===== src/rtl/instruction_decode.sv =====
// RV32I decode stage: register file with write-back bypass, immediate generation
// and control decode into a single registered output bundle (one-cycle latency).
module instruction_decode #(
  parameter int PC_WIDTH = 16
) (
  input  logic                clk,
  input  logic                rst,
  input  logic [31:0]         i_instruction,
  input  logic [PC_WIDTH-1:0] i_process_counter,
  input  logic                i_valid,
  input  logic                i_stall,
  input  logic                i_flush,
  input  logic                i_wb_en,
  input  logic [4:0]          i_wb_addr,
  input  logic [31:0]         i_wb_data,
  output logic                o_valid,
  output logic [PC_WIDTH-1:0] o_process_counter,
  output logic [31:0]         o_rs1_data,
  output logic [31:0]         o_rs2_data,
  output logic [31:0]         o_imm,
  output logic [4:0]          o_rd,
  output logic [2:0]          o_funct3,
  output logic [3:0]          o_alu_op,
  output logic                o_reg_write,
  output logic                o_mem_read,
  output logic                o_mem_write,
  output logic                o_branch,
  output logic                o_jump,
  output logic                o_use_imm,
  output logic                o_illegal
);

  localparam int DATA_W = 32;

  localparam logic [6:0] OPC_OP_IMM = 7'b0010011;
  localparam logic [6:0] OPC_OP     = 7'b0110011;
  localparam logic [6:0] OPC_LUI    = 7'b0110111;
  localparam logic [6:0] OPC_AUIPC  = 7'b0010111;
  localparam logic [6:0] OPC_JAL    = 7'b1101111;
  localparam logic [6:0] OPC_JALR   = 7'b1100111;
  localparam logic [6:0] OPC_BRANCH = 7'b1100011;
  localparam logic [6:0] OPC_LOAD   = 7'b0000011;
  localparam logic [6:0] OPC_STORE  = 7'b0100011;

  localparam logic [3:0] ALU_ADD  = 4'd0;
  localparam logic [3:0] ALU_SUB  = 4'd1;
  localparam logic [3:0] ALU_SLL  = 4'd2;
  localparam logic [3:0] ALU_SLT  = 4'd3;
  localparam logic [3:0] ALU_SLTU = 4'd4;
  localparam logic [3:0] ALU_XOR  = 4'd5;
  localparam logic [3:0] ALU_SRL  = 4'd6;
  localparam logic [3:0] ALU_SRA  = 4'd7;
  localparam logic [3:0] ALU_OR   = 4'd8;
  localparam logic [3:0] ALU_AND  = 4'd9;

  function automatic logic signed [DATA_W-1:0] imm_i(input logic [31:0] ins);
    return {{20{ins[31]}}, ins[31:20]};
  endfunction

  function automatic logic signed [DATA_W-1:0] imm_s(input logic [31:0] ins);
    return {{20{ins[31]}}, ins[31:25], ins[11:7]};
  endfunction

  function automatic logic signed [DATA_W-1:0] imm_b(input logic [31:0] ins);
    return {{19{ins[31]}}, ins[31], ins[7], ins[30:25], ins[11:8], 1'b0};
  endfunction

  function automatic logic signed [DATA_W-1:0] imm_u(input logic [31:0] ins);
    return {ins[31:12], 12'b0};
  endfunction

  function automatic logic signed [DATA_W-1:0] imm_j(input logic [31:0] ins);
    return {{11{ins[31]}}, ins[31], ins[19:12], ins[20], ins[30:21], 1'b0};
  endfunction

  // alt distinguishes SUB/SRA; for OP-IMM the caller only passes it through for shifts.
  function automatic logic [3:0] alu_sel(input logic [2:0] f3, input logic alt_add,
                                         input logic alt_shr);
    logic [3:0] op;
    case (f3)
      3'd0:    op = alt_add ? ALU_SUB : ALU_ADD;
      3'd1:    op = ALU_SLL;
      3'd2:    op = ALU_SLT;
      3'd3:    op = ALU_SLTU;
      3'd4:    op = ALU_XOR;
      3'd5:    op = alt_shr ? ALU_SRA : ALU_SRL;
      3'd6:    op = ALU_OR;
      default: op = ALU_AND;
    endcase
    return op;
  endfunction

  logic [DATA_W-1:0] regs [32];

  logic [6:0] opcode;
  logic [4:0] rs1, rs2, rd;
  logic [2:0] funct3;
  logic       f7_alt;

  assign opcode = i_instruction[6:0];
  assign rd     = i_instruction[11:7];
  assign funct3 = i_instruction[14:12];
  assign rs1    = i_instruction[19:15];
  assign rs2    = i_instruction[24:20];
  assign f7_alt = i_instruction[30];

  logic signed [DATA_W-1:0] rs1_val, rs2_val, imm_d;
  logic [3:0] alu_d;
  logic reg_write_d, mem_read_d, mem_write_d, branch_d, jump_d, use_imm_d, illegal_d;
  logic force_rs1_zero;

  always_comb begin
    rs1_val = '0;
    rs2_val = '0;
    if (rs1 != 5'd0)
      rs1_val = (i_wb_en && i_wb_addr == rs1) ? i_wb_data : regs[rs1];
    if (rs2 != 5'd0)
      rs2_val = (i_wb_en && i_wb_addr == rs2) ? i_wb_data : regs[rs2];
  end

  always_comb begin
    imm_d          = '0;
    alu_d          = ALU_ADD;
    reg_write_d    = 1'b0;
    mem_read_d     = 1'b0;
    mem_write_d    = 1'b0;
    branch_d       = 1'b0;
    jump_d         = 1'b0;
    use_imm_d      = 1'b0;
    illegal_d      = 1'b0;
    force_rs1_zero = 1'b0;
    case (opcode)
      OPC_OP_IMM: begin
        reg_write_d = 1'b1;
        use_imm_d   = 1'b1;
        imm_d       = imm_i(i_instruction);
        alu_d       = alu_sel(funct3, 1'b0, f7_alt);
      end
      OPC_OP: begin
        reg_write_d = 1'b1;
        alu_d       = alu_sel(funct3, f7_alt, f7_alt);
      end
      OPC_LUI: begin
        reg_write_d    = 1'b1;
        use_imm_d      = 1'b1;
        force_rs1_zero = 1'b1;
        imm_d          = imm_u(i_instruction);
      end
      OPC_AUIPC: begin
        reg_write_d = 1'b1;
        use_imm_d   = 1'b1;
        imm_d       = imm_u(i_instruction);
      end
      OPC_JAL: begin
        reg_write_d = 1'b1;
        jump_d      = 1'b1;
        imm_d       = imm_j(i_instruction);
      end
      OPC_JALR: begin
        reg_write_d = 1'b1;
        jump_d      = 1'b1;
        use_imm_d   = 1'b1;
        imm_d       = imm_i(i_instruction);
      end
      OPC_BRANCH: begin
        branch_d = 1'b1;
        alu_d    = ALU_SUB;
        imm_d    = imm_b(i_instruction);
      end
      OPC_LOAD: begin
        reg_write_d = 1'b1;
        mem_read_d  = 1'b1;
        use_imm_d   = 1'b1;
        imm_d       = imm_i(i_instruction);
      end
      OPC_STORE: begin
        mem_write_d = 1'b1;
        use_imm_d   = 1'b1;
        imm_d       = imm_s(i_instruction);
      end
      default: illegal_d = 1'b1;
    endcase
  end

  // Register file: x0 is never written, so reads of it are hard-wired to zero above.
  always_ff @(posedge clk) begin
    if (rst) begin
      for (int i = 0; i < 32; i++) regs[i] <= '0;
    end else if (i_wb_en && i_wb_addr != 5'd0) begin
      regs[i_wb_addr] <= i_wb_data;
    end
  end

  // ---- stage p1: registered decode bundle ----
  logic                     vld_p1;
  logic [PC_WIDTH-1:0]      pc_p1;
  logic signed [DATA_W-1:0] rs1_p1, rs2_p1, imm_p1;
  logic [4:0]               rd_p1;
  logic [2:0]               funct3_p1;
  logic [3:0]               alu_p1;
  logic reg_write_p1, mem_read_p1, mem_write_p1, branch_p1, jump_p1, use_imm_p1, illegal_p1;

  always_ff @(posedge clk) begin
    if (rst || i_flush || (!i_stall && !i_valid)) begin
      vld_p1       <= 1'b0;
      pc_p1        <= '0;
      rs1_p1       <= '0;
      rs2_p1       <= '0;
      imm_p1       <= '0;
      rd_p1        <= '0;
      funct3_p1    <= '0;
      alu_p1       <= '0;
      reg_write_p1 <= 1'b0;
      mem_read_p1  <= 1'b0;
      mem_write_p1 <= 1'b0;
      branch_p1    <= 1'b0;
      jump_p1      <= 1'b0;
      use_imm_p1   <= 1'b0;
      illegal_p1   <= 1'b0;
    end else if (!i_stall) begin
      vld_p1       <= 1'b1;
      pc_p1        <= i_process_counter;
      rs1_p1       <= force_rs1_zero ? '0 : rs1_val;
      rs2_p1       <= rs2_val;
      imm_p1       <= imm_d;
      rd_p1        <= reg_write_d ? rd : 5'd0;
      funct3_p1    <= funct3;
      alu_p1       <= alu_d;
      reg_write_p1 <= reg_write_d;
      mem_read_p1  <= mem_read_d;
      mem_write_p1 <= mem_write_d;
      branch_p1    <= branch_d;
      jump_p1      <= jump_d;
      use_imm_p1   <= use_imm_d;
      illegal_p1   <= illegal_d;
    end
  end

  assign o_valid           = vld_p1;
  assign o_process_counter = pc_p1;
  assign o_rs1_data        = rs1_p1;
  assign o_rs2_data        = rs2_p1;
  assign o_imm             = imm_p1;
  assign o_rd              = rd_p1;
  assign o_funct3          = funct3_p1;
  assign o_alu_op          = alu_p1;
  assign o_reg_write       = reg_write_p1;
  assign o_mem_read        = mem_read_p1;
  assign o_mem_write       = mem_write_p1;
  assign o_branch          = branch_p1;
  assign o_jump            = jump_p1;
  assign o_use_imm         = use_imm_p1;
  assign o_illegal         = illegal_p1;

endmodule


===== config.mk =====
export PLATFORM = sky130hd
export DESIGN_NAME = instruction_decode
export DESIGN_NICKNAME = d
export VERILOG_FILES = /design/src/rtl/instruction_decode.sv
export SDC_FILE = /design/constraint.sdc
export NUM_CORES = 2
export LEC_CHECK = 0
export CAP_MARGIN = 20
export CORE_UTILIZATION = 30
export DETAILED_ROUTE_END_ITERATION = 7
export MAX_ROUTING_LAYER = met4
export SLEW_MARGIN = 0
export SYNTH_ARGS = -nofsm -noshare
export SYNTH_HDL_FRONTEND = slang
export SYNTH_SLANG_ARGS = --single-unit

===== constraint.sdc =====
create_clock -name clk -period 3.05 [get_ports clk]
set_clock_uncertainty 0.2 [all_clocks]
set_input_delay 0.61 -clock clk [delete_from_list [all_inputs] [get_ports clk]]
set_output_delay 0.61 -clock clk [all_outputs]
set_load 0.02 [all_outputs]

==> summary.txt <==
Worst setup path
  • Worst Setup End Kind: output port
  • Path type of the worst setup path: reg2out
  • Crit path cell chain: clkdlybuf4s50_1
  • FF-to-FF End: o_rs1_data[16]
  • WP depth: 1
  • CP max stage cell: clkdlybuf4s50_1
  • Worst r2r src: regs[18][16]
  • Worst-path maximum fanout: 2
  • Critical path buffers and inverters: 1
  • CP endpoint: o_rs2_data[10]
  • Slowest cell delay on critical path: 0.70 ns
  • Register-to-register setup slack: 0.61 ns
  • WP data arrival: 2.10 ns
  • Worst r2r path cells: 5
  • CP delay by family, top: buffers and inverters
  • Crit path from: o_rs2_data[10]
  • Required time worst endpoint: 2.24 ns
  • CP Launch Type: flip-flop

Pwr
  • Gate power share: 12.5%
  • Sw Ratio: 25.5%
  • Switching Power: 9.88 mW
  • Int Pwr: 28.9 mW
  • Maximum VDD drop: 0.000460 V
  • Seq pwr share: 47.9%
  • Pwr/cell area: 532 mW/mm^2
  • Lkg Pwr: 25.0 nW
  • Clock share of power: 39.7%

Layout
  • Design area: 0.0728 sq mm
  • Fin util: 36.8%
  • # nets final: 4505
  • Layout cells sized above 1: 27.3%
  • Layout Cells excl Fill: 7168
  • Fill cells: 18.4k
  • P&R area growth vs syn: 21.2%

Timing
  • Final setup vio count: 0
  • Rel. slew slack: 36.7%
  • Crit path time final: 2.91 ns
  • RSZ-0062 raised after global routing: no
  • Setup ws final: 0.139 ns
  • Period utilization: 95.5%
  • Fmax: 343 MHz
  • Setup TNS: 0 ns
  • Slew @ Worst Pin: 0.943 ns
  • Final Hold Fails: 0
  • Final Max Tran Viols: 0

Clock tree
  • Post-CTS Setup Bufs: 0
  • Clock sink count: 1156
  • Post-CTS Hold Fix Bufs: 0
  • Clock-pin slew on the worst setup and hold paths: 0.06 ns
  • Total CTS buffers: 121
  • H-tree depth: 3
  • CTS root buffer: clkbuf_16
  • CTS tree: yes
  • CTS Buffer Depth: 3
  • Cts repair resizes: 0
  • Clk_lat worst skew: 0.80 ns

Yosys
  • Register area share after synthesis: 55.6%
  • Ys Warns: 0
  • EDFF count, synth: 1024
  • Avg Synthesized Cell Area: 14.7 sq um
  • Commonest cells in the netlist: edfxtp_1 (1024), and2_1 (999), mux4_2 (502), clkbuf_1 (286), mux2i_1 (180)
  • Top FF cell, synth: edfxtp_1
  • Cells taking the most area after synthesis: edfxtp_1 (51%), mux4_2 (19%), and2_1 (10%)
  • Flops & latches, synth: 1156
  • Post-Syn Area: 0.0600 sq mm
  • Post-synth top area share: 51.2%
  • Synth unique cells: 71
  • Top cell type by total area after synthesis: edfxtp_1
  • Count leader, synth: edfxtp_1
  • Asr flop ratio synth: 0%
  • Post-Synthesis Cells: 4078

Global route
  • Vias in the first global route: 39.9k
  • First-pass GRT wire length: 320000 um
  • Largest net degree at the start of global routing: 54
  • Total grt overflow: 0
  • Initial antenna violation count: 16
  • All-layer global routing usage: 23.2%

Flow run
  • Max Cap Viol: 0

Routing
  • Post-route DRC: 0
  • DR vias: 40.8k
  • Starting DRT DRC Count: 6192
  • WL final: 232000 um
  • Via density: 5.69
  • DR pass1 iterations: 5
  • Final antenna-violating net count: 0
  • Wire per inst: 32.3 um

Die
  • Die area: 0.202 sq mm
  • Die X: 449 um
  • Site Rows: 163
  • Starting Density: 30.3%
  • Chip Height: 449 um
  • Core area: 0.198 sq mm
  • # IOs: 223

Status
  • Status: finished, final reports clean

Min path
  • Worst Hold Class: in2reg

Placed design
  • Count of input and output buffers: 222
  • DP Area: 0.0687 sq mm
  • Pre-CTS setup slack: -0.110 ns
  • Placed insts: 6931
  • Gpl congestion: 0.917
  • Dpl hpwl: 152000 um
==> layout make-up <==
| class | count | area, sq um | share of cell area [%] |
|---|---|---|---|
| Multi-Input combinational cell | 2517 | 25100 | 34.5 |
| Timing Repair Buffer | 610 | 6890 | 9.47 |
| Clock inverter | 71 | 753 | 1.03 |
| Clock buffer | 159 | 3290 | 4.53 |
| Inverter | 8 | 32.5 | 0.0447 |
| Tap cell | 2640 | 3300 | 4.54 |
| Sequential cell | 1156 | 33400 | 45.9 |
| Antenna cell | 7 | 17.5 | 0.0241 |
==> cell families after synthesis <==
logic type,after synthesis,synth area share [%]
simple gates,1332,13.2
flops,1156,55.6
mux,738,22.9
buf+inv,436,3.28
compound gates,405,4.87
xor+xnor,10,0.146
other cells,1,0.00625
==> cells in the final DEF, fill, tap and decap left out, drive strengths merged, types with 56 or more instances in the layout <==
cell type	instances
edfxtp	1024
and2	1000
mux4	502
buf	399
clkdlybuf4s50	211
mux2i	180
clkbuf	159
dfxtp	132
nand2	98
nor2	79
o21ai	77
o211ai	74
a22oi	70
mux2	56
==> how the worst min path moves through the flow <==
stage	slack (ns)	startpoint	endpoint	cells after the start
global placement	0.24	o_valid	o_valid	1
global route	0.18	rst	regs[0][4]	2
finish	0.18	rst	regs[0][31]	2
floorplan	0.33	o_rs1_data[10]	o_rs1_data[10]	2
CTS	0.16	rst	regs[0][4]	2
detailed placement	0.25	o_valid	o_valid	1
==> power groups by stage <==
| stage | logic [mW] | registers [mW] | clock network [mW] |
|---|---|---|---|
| 6_report | 4.83 | 18.6 | 15.4 |
| 5_1_grt | 4.99 | 18.6 | 16.1 |
| 4_1_cts | 4.79 | 18.5 | 15.5 |
| 3_5_place_dp | 4.78 | 18.8 | 0 |
| 3_3_place_gp | 4.75 | 18.8 | 0 |
| 2_1_floorplan | 2.67 | 18.6 | 0 |
==> stage by stage <==
stage | power [mW] | hold WS (ns)
finish | 38.7 | 0.177
global route | 39.7 | 0.175
CTS | 38.8 | 0.157
detailed placement | 23.6 | 0.248
global placement | 23.6 | 0.245
floorplan | 21.3 | 0.326
==> sequential cells by signal, summed over array words and instances, names as in the netlist, 3 cells and up <==
name               cells
o_imm                 32
o_rs2_data            32
regs                1024
o_rd                   5
o_rs1_data            32
o_alu_op               4
o_funct3               3
o_process_counter     16
==> worst reg2reg max path, cell delays in order, from the launching register on <==
cell and delay [ns]:
edfxtp_1 0.41, mux4_2 0.47, mux2i_1 0.36, mux2i_1 0.25, a2111oi_0 0.55, o21ai_1 0.11
==> layer usage <==
layer / vias to the layer above / wire length (um) / global-route usage [%]
li1: 16300 / - / -
met3: 443 / 24500 / 5.11
met2: 2632 / 105000 / 34.8
met5: - / 0 / -
met1: 21400 / 91200 / 30.1
met4: 0 / 11000 / 9.61
Power figures use the tool's default switching activity.
==> RTL edit, RTL diff (config.mk and constraints unchanged) <==
The parameter `PC_WIDTH` goes from 16 to 14.
--- a/src/rtl/instruction_decode.sv
+++ b/src/rtl/instruction_decode.sv
@@ -1,7 +1,7 @@
 // RV32I decode stage: register file with write-back bypass, immediate generation
 // and control decode into a single registered output bundle (one-cycle latency).
 module instruction_decode #(
-  parameter int PC_WIDTH = 16
+  parameter int PC_WIDTH = 14
 ) (
   input  logic                clk,
   input  logic                rst,
Ports: changed (resized i_process_counter and o_process_counter); port bits go from 223 to 219. No check against the original RTL was run, so the function may have changed too.
==> RTL edit against the unedited design <==
Power increased by 0.21%; cell area is 0.25% lower; die area decreased by 0.88%; combinational power about the same; synthesized area shrank 0.88%; first-iteration DRC count is 2.1% higher; setup slack gained 49 ps; worst hold slack improved by 79 ps; highest routed layer unchanged; wire length grew 0.14%; count of clock-buffer cells in the layout is 8 lower; sequential cell count fell by 2; non-clock buffer count rose by 38.
==> RTL edit: results (changes against the unedited design) <==
run_status:
  status: "finished clean"
hold_path:
  hold_class: "reg2reg"
  hold_path_end: "o_imm[16]"
  hold_start: "o_imm[16]"
critical_path:
  r2r_slack_ps: 730  # +120 ps
  cp.arrival_ps: 2050  # -50 ps
  r2r_end: "o_rs1_data[7]"
  crit_start: "o_rs2_data[25]"
  critPathMaxFanout: 2  # unchanged
  rr_startpoint: "regs[29][7]"
grt:
  grt_usage_pct: 23.46  # +0.31 points
  antenna_found_initial: 19  # +3
  first_global_vias: 40370  # +1.3%
  grt_pass1_wl_mm: 320.5  # +0.12%
clock_network:
  insertion_delay_ps: 770  # -30 ps
  cts_buffers: 118  # -2.5%
route:
  drt_wl_total_mm: 231.9  # +0.14%
  vias_per_cell: 5.738  # +0.80%
finish:
  stdcell_count: 7191  # +0.32%
  drive_gt1_share_pct: 27.34  # about the same
  fill_cells: 18440  # +0.060%
  nNetsFinal: 4531  # +0.58%
place:
  globalplace.congestion: 0.9414  # +2.7%
  port_buffers: 218  # -1.8%
  dp_hpwl_mm: 158.1  # +4.3%
  dp.cells: 6962  # +0.45%
power:
  ir_drop_uv: 472.7  # +2.8%
  p_leak_nw: 25.04  # +0.36%
yosys:
  synth_cell_types: 60  # -15%
  synth_commonest_cells: "edfxtp_1 (1024), and2_1 (1002), mux4_2 (459)"
  ys_top_cells_by_area: "edfxtp_1 (52%), mux4_2 (17%), and2_1 (11%)"
  synth_cells: 4082  # +0.098%
timing:
  hold_ws_ps: 256.0  # +79.30 ps
  tightestPinTransition_ps: 1074  # +131.3 ps
==> RTL edit: final cells by class <==
type | count | area, um^2 | area share, %
Clock inverter | 73 | 830.8 | 1.144
Tap cell | 2640 | 3303 | 4.550
Inverter | 5 | 18.77 | 0.02585
Sequential cell | 1154 | 33350 | 45.94
Clock buffer | 151 | 3258 | 4.488
Antenna cell | 5 | 12.51 | 0.01723
Timing Repair Buffer | 648 | 7302 | 10.06
Multi-Input combinational cell | 2515 | 24530 | 33.78
==> RTL edit: per-layer routing <==
metal / global-route usage (%) / routed length, um / part of all wire, %
met1: 29.74 / 88000 / 38
met2: 36.23 / 106600 / 46
met3: 4.963 / 25380 / 11
met4: 10.14 / 11900 / 5.1
met5: - / 0 / 0
==> RTL edit: worst max-delay path by stage <==
stage,to,depth (start not counted)
4_1_cts,o_rs1_data[25],1
5_1_grt,o_rs1_data[25],1
3_3_place_gp,o_rs2_data[10],9
2_1_floorplan,regs[24][0],6
6_report,o_rs2_data[25],1
3_5_place_dp,o_rs2_data[29],9
==> RTL edit: metrics by stage <==
stage          area [um^2]  setup TNS (ps)  worst slack [ps]
2_1_floorplan        59620               0             399.4
3_3_place_gp         68500           -6585            -139.2
3_5_place_dp         68500           -6630            -103.7
4_1_cts              72590               0             87.94
5_1_grt              72590               0             124.0
6_report             72600               0             187.2
==> RTL edit: kinds of logic after synthesis <==
| logic type | count (synthesis) | share of synthesized area [%] |
|---|---|---|
| other | 1 | 0.006302 |
| xor gates and xnor gates | 10 | 0.1472 |
| AOI/OAI and AO/OA | 445 | 5.732 |
| buffers and inverters | 444 | 3.467 |
| and+or+nand+nor | 1378 | 13.90 |
| DFF | 1154 | 56.05 |
| muxes | 650 | 20.70 |
==> RTL edit: power breakdown <==
group | internal, mW | switching, mW | total (mW) | leakage (nW)
clock | 8.83 | 6.67 | 15.5 | 2.00
combinational | 2.17 | 2.66 | 4.83 | 12.2
sequential | 18.0 | 0.497 | 18.5 | 10.8
